## src/rtl/decimacao_ctrl.sv

```systemverilog
// Frame decimation controller: reads the top-left pixel of every FACTOR x FACTOR
// block from a source frame buffer and writes it in raster order to a destination buffer.
module decimacao_ctrl #(
    parameter int SRC_W  = 160,
    parameter int SRC_H  = 120,
    parameter int FACTOR = 4,
    parameter int DATA_W = 8,
    localparam int OUT_W  = SRC_W / FACTOR,
    localparam int OUT_H  = SRC_H / FACTOR,
    localparam int N_OUT  = OUT_W * OUT_H,
    localparam int SRC_AW = $clog2(SRC_W * SRC_H),
    localparam int DST_AW = $clog2(N_OUT)
) (
    input  logic              clk,
    input  logic              rst_n,
    input  logic              start,
    input  logic              abort,
    output logic              busy,
    output logic              done,
    output logic              rd_en,
    output logic [SRC_AW-1:0] rd_addr,
    input  logic [DATA_W-1:0] rd_data,
    output logic              wr_en,
    output logic [DST_AW-1:0] wr_addr,
    output logic [DATA_W-1:0] wr_data
);

    localparam logic [SRC_AW-1:0] ROW_STEP = SRC_AW'(FACTOR * SRC_W);
    localparam logic [SRC_AW-1:0] COL_STEP = SRC_AW'(FACTOR);
    localparam logic [DST_AW-1:0] OX_LAST  = DST_AW'(OUT_W - 1);
    localparam logic [DST_AW-1:0] OY_LAST  = DST_AW'(OUT_H - 1);

    typedef enum logic [1:0] {IDLE, RUN, FLUSH, DONE} state_t;

    state_t            state;
    logic [DST_AW-1:0] ox;
    logic [DST_AW-1:0] oy;
    logic [DST_AW-1:0] idx;
    logic [SRC_AW-1:0] row_acc;
    logic [SRC_AW-1:0] col_acc;
    logic              last;
    logic              adv;
    logic              clr;

    assign last    = (ox == OX_LAST) && (oy == OY_LAST);
    assign adv     = (state == RUN) && !abort && !last;
    assign clr     = (state == RUN) && (abort || last);
    assign rd_addr = row_acc + col_acc;
    assign wr_data = rd_data;

    // Position of the read currently on the bus; zero whenever no frame is running.
    always_ff @(posedge clk or negedge rst_n) begin
        if (!rst_n) begin
            ox      <= '0;
            oy      <= '0;
            idx     <= '0;
            row_acc <= '0;
            col_acc <= '0;
        end else if (clr) begin
            ox      <= '0;
            oy      <= '0;
            idx     <= '0;
            row_acc <= '0;
            col_acc <= '0;
        end else if (adv) begin
            idx <= idx + DST_AW'(1);
            if (ox == OX_LAST) begin
                ox      <= '0;
                oy      <= oy + DST_AW'(1);
                col_acc <= '0;
                row_acc <= row_acc + ROW_STEP;
            end else begin
                ox      <= ox + DST_AW'(1);
                col_acc <= col_acc + COL_STEP;
            end
        end
    end

    always_ff @(posedge clk or negedge rst_n) begin
        if (!rst_n) begin
            state   <= IDLE;
            busy    <= 1'b0;
            done    <= 1'b0;
            rd_en   <= 1'b0;
            wr_en   <= 1'b0;
            wr_addr <= '0;
        end else begin
            unique case (state)
                IDLE: begin
                    if (start && !abort) begin
                        state <= RUN;
                        busy  <= 1'b1;
                        rd_en <= 1'b1;
                    end
                end
                RUN: begin
                    if (abort) begin
                        state   <= IDLE;
                        busy    <= 1'b0;
                        rd_en   <= 1'b0;
                        wr_en   <= 1'b0;
                        wr_addr <= '0;
                    end else begin
                        wr_en   <= 1'b1;
                        wr_addr <= idx;
                        if (last) begin
                            state <= FLUSH;
                            rd_en <= 1'b0;
                        end
                    end
                end
                FLUSH: begin
                    // The final write is on the bus this cycle regardless of abort.
                    wr_en   <= 1'b0;
                    wr_addr <= '0;
                    busy    <= 1'b0;
                    done    <= !abort;
                    state   <= abort ? IDLE : DONE;
                end
                DONE: begin
                    done  <= 1'b0;
                    state <= IDLE;
                end
                default: state <= IDLE;
            endcase
        end
    end

endmodule
```

## config.mk

```make
export PLATFORM = sky130hd
export DESIGN_NAME = decimacao_ctrl
export DESIGN_NICKNAME = d
export VERILOG_FILES = /design/src/rtl/decimacao_ctrl.sv
export SDC_FILE = /design/constraint.sdc
export NUM_CORES = 1
export LEC_CHECK = 0
export CORE_UTILIZATION = 50
export CTS_BUF_LIST = sky130_fd_sc_hd__clkbuf_4 sky130_fd_sc_hd__clkbuf_8 sky130_fd_sc_hd__clkbuf_16
export CTS_CLUSTER_DIAMETER = 100
export DETAILED_ROUTE_END_ITERATION = 8
export GPL_TIMING_DRIVEN = 0
export PLACE_DENSITY = 0.76
export REMOVE_ABC_BUFFERS = 1
export SLEW_MARGIN = 15
export SYNTH_ARGS = -nofsm -noshare
export SYNTH_HDL_FRONTEND = slang
export SYNTH_SLANG_ARGS = --single-unit
```

## constraint.sdc

```tcl
create_clock -name clk -period 2.1 [get_ports clk]
set_clock_uncertainty 0.05 [all_clocks]
set_input_delay 0.42 -clock clk [delete_from_list [all_inputs] [get_ports clk]]
set_output_delay 0.42 -clock clk [all_outputs]
set_load 0.02 [all_outputs]
```

==> impl_metrics.py <==
metrics = {
    "yosys": {
        "synth-edff-count": 0,
        "postSynthCellCount": 402,
        "synth.yosys.warnings": 0,
        "synth_top_flop_cell": "sky130_fd_sc_hd__dfrtp_1",
        "synth_area_per_inst_sq_um": 9.639,
        "synth_area_leader_cell": "sky130_fd_sc_hd__dfrtp_1",
        "synthArstFlopShare": 1.000,
        "synth-seq-cells": 71,
        "synth_cell_type_count": 46,
        "sequential_area_share_after_synthesis": 0.4585,
        "synth_top_area_share": 0.4585,
        "syn_area_sq_mm": 0.003875,
        "synth_area_leaders": "sky130_fd_sc_hd__dfrtp_1 (46%), sky130_fd_sc_hd__ha_1 (6.1%), sky130_fd_sc_hd__nor2_1 (4.3%)",
    },
    "cells_and_area": {
        "layout-area-overhead-vs-synth_pct": 27.48,
        "antennaDiodeCount": 0,
        "fill_cell_count": 553,
        "layout_common_cells": "sky130_fd_sc_hd__dfrtp_1 (67), sky130_fd_sc_hd__nor2_1 (41), sky130_fd_sc_hd__buf_4 (33), sky130_fd_sc_hd__nand2_1 (26), sky130_fd_sc_hd__clkdlybuf4s50_1 (22)",
        "fin_cells": 559,
        "layout.cells.most_common": "sky130_fd_sc_hd__dfrtp_1",
        "drive_above_1_share": 0.2174,
        "layout.nets": 486,
    },
    "place": {
        "dp_hpwl_um": 5453,
        "place.detailed.instances": 505,
        "placement.setup.worst_slack_ns": -1.136,
        "port-buffer-count": 31,
        "gpl.final_weighted_congestion": 0.8056,
    },
    "sta": {
        "final_critical_path_setup_slack_ns": -0.4484,
        "hold_violations": 0,
        "final-setup-viol-count": 10,
        "setup_repair_after_global_routing_missed_its_margin": "true",
        "final.period_utilization": 1.214,
        "period_minus_slack_ns": 2.548,
        "final_max_slew_viol_count": 0,
        "maximum_achievable_frequency_mhz": 392.4,
    },
    "detailed_routing": {
        "route.antenna.remaining_nets": 0,
        "post_drt_via_cell_ratio": 5.803,
        "first_iter_violations": 192,
        "drc": 0,
        "first_pass_iters": 4,
        "post_drt_wl_per_cell_um": 16.79,
        "drt_wl_total_um": 9385,
        "vias": 3244,
    },
    "grt": {
        "grt_antenna_before_repair": 0,
        "grt_max_degree": 41,
        "grt_pass1_wl_um": 15170,
        "gr-usage-all-layers": 0.2360,
        "grt_pass1_vias": 3140,
        "grt_overflow_total": 0,
    },
    "pwr": {
        "power.ir.vdd_worst_uv": 663.1,
        "power_per_cell_area_mw_per_mm2": 951.9,
        "leakagePower_uw": 0.002239,
    },
    "floorplan": {
        "initial_utilization": 0.5258,
        "core_region_area_sq_mm": 0.007370,
        "row_count": 31,
        "die_h_um": 90.04,
        "dieArea_sq_mm": 0.008106,
        "chipWidth_um": 90.04,
        "ioPinCount": 50,
    },
    "setup_path": {
        "critical_path.endpoint_type": "output pin",
        "crit_path_max_fanout": 4,
        "critical_path.startpoint_type": "flop",
        "critPathArrivalTime_ns": 2.08,
        "critPathKind": "reg -> out",
        "worstRegToRegCells": 5,
        "worstPathRequired_ns": 1.63,
    },
    "clock_network": {
        "clk_transition_reported_paths_ns": 0.08,
        "cts_inserted_buffers": 9,
        "clock_sink_count": 71,
        "clockBufferDepth": 2,
        "htree_levels": 3,
        "tritoncts": "yes",
        "clock_tree.root_cell": "sky130_fd_sc_hd__clkbuf_8",
        "clk_latency_ns": 0.35,
    },
    "worst_hold_path": {
        "min_delay_path_depth": 1,
        "timing.hold.worst.class": "reg -> reg",
    },
    "run_status": {
        "failed_checks": "negative setup slack",
        "outcome": "finished, violations left",
    },
    "flow_run": {
        "cap_viol_max_count": 0,
    },
}
## repair_timing
item                       CTS  global route
setup endpoints to repair   74            53
hold endpoints to repair    31             0
pin swaps                   18            14
buffers inserted            29             8
hold buffers                 1             0
resized for setup           68            25
## worst max-delay path: stages, from the launching register on
cell,delay [ns]
sky130_fd_sc_hd__dfrtp_1,0.43
sky130_fd_sc_hd__ha_4,0.27
sky130_fd_sc_hd__a21oi_4,0.16
sky130_fd_sc_hd__nor2b_2,0.07
sky130_fd_sc_hd__o31a_1,0.30
sky130_fd_sc_hd__o31ai_2,0.21
sky130_fd_sc_hd__xnor2_1,0.14
sky130_fd_sc_hd__buf_4,0.16
## sequential cells by signal, indices dropped and copies added, names as in the netlist
signal / cells
busy: 1
col_acc: 13
done: 1
idx: 11
ox: 11
oy: 11
rd_en: 1
row_acc: 8
state: 2
wr_addr: 11
wr_en: 1
## worst paths after layout
path	start	endpoint	slack [ns]
worst max-delay path	col_acc[8]	rd_addr[14]	-0.45
worst min-delay path	wr_en	wr_en	0.43
worst max register to register	ox[4]	oy[6]	-0.07
worst min register to register	wr_en	wr_en	0.43
max in group asynchronous	rst_n	ox[3]	0.95
min in group asynchronous	rst_n	busy	0.49
## synth_stat cells (14+ instances only)
library cell,count
sky130_fd_sc_hd__ha_1,19
sky130_fd_sc_hd__xor2_1,15
sky130_fd_sc_hd__nand2_1,27
sky130_fd_sc_hd__dfrtp_1,71
sky130_fd_sc_hd__clkbuf_1,15
sky130_fd_sc_hd__o21ai_0,17
sky130_fd_sc_hd__xnor2_1,18
sky130_fd_sc_hd__a22o_1,14
sky130_fd_sc_hd__nor2_1,44
sky130_fd_sc_hd__a21oi_1,16
sky130_fd_sc_hd__nand4_1,14
sky130_fd_sc_hd__nor3_1,15
## where the power goes
part | internal, uW | leakage (uW) | switching [uW] | total [uW]
Clock | 574 | 0.0000981 | 520 | 1090
Combinational | 760 | 0.00118 | 1110 | 1870
Sequential | 1550 | 0.000960 | 189 | 1740
## logic make-up after synthesis
| group | after synthesis | share of synthesized area |
|---|---|---|
| buf+inv | 40 | 0.04940 |
| compound gates | 83 | 0.1418 |
| flops | 71 | 0.4585 |
| mux | 6 | 0.01550 |
| xor+xnor | 33 | 0.07459 |
| other cells | 1 | 0.0009678 |
| fa+ha+maj | 19 | 0.06135 |
| simple gates | 149 | 0.1979 |
## metrics by stage
| stage | utilization | setup TNS [ns] | cell area, sq um | hold WS, ns | total power, uW |
|---|---|---|---|---|---|
| final | 0.6703 | -1.788 | 4940 | 0.4293 | 4702 |
| after global routing | 0.6703 | -2.856 | 4940 | 0.4658 | 4940 |
| after CTS | 0.6501 | -1.788 | 4791 | 0.4360 | 4619 |
| after detailed placement | 0.5676 | -48.80 | 4183 | 0.3276 | 3182 |
| after global placement | 0.5649 | -196.18 | 4163 | 0.4113 | 3108 |
| after floorplan | - | -16.30 | 3729 | 0.07441 | 2642 |
## per-layer routing
layer | up-vias | part of all wire | GRT usage
li1 | 1527 | - | -
met1 | 1603 | 0.42 | 0.2881
met2 | 96 | 0.50 | 0.4090
met3 | 18 | 0.052 | 0.05330
met4 | 0 | 0.021 | 0.08333
met5 | - | 0 | 0
## cell type report
type | count | area, sq um | area share
clock buffers | 10 | 137.6 | 0.02786
clock inverters | 6 | 60.06 | 0.01216
inverters | 11 | 45.04 | 0.009119
multi-input cells | 292 | 2147 | 0.4347
flip-flops and latches | 71 | 1782 | 0.3607
well taps | 99 | 123.9 | 0.02508
repair buffers | 70 | 644.4 | 0.1304
No activity file was read; power rests on OpenSTA's default activity.
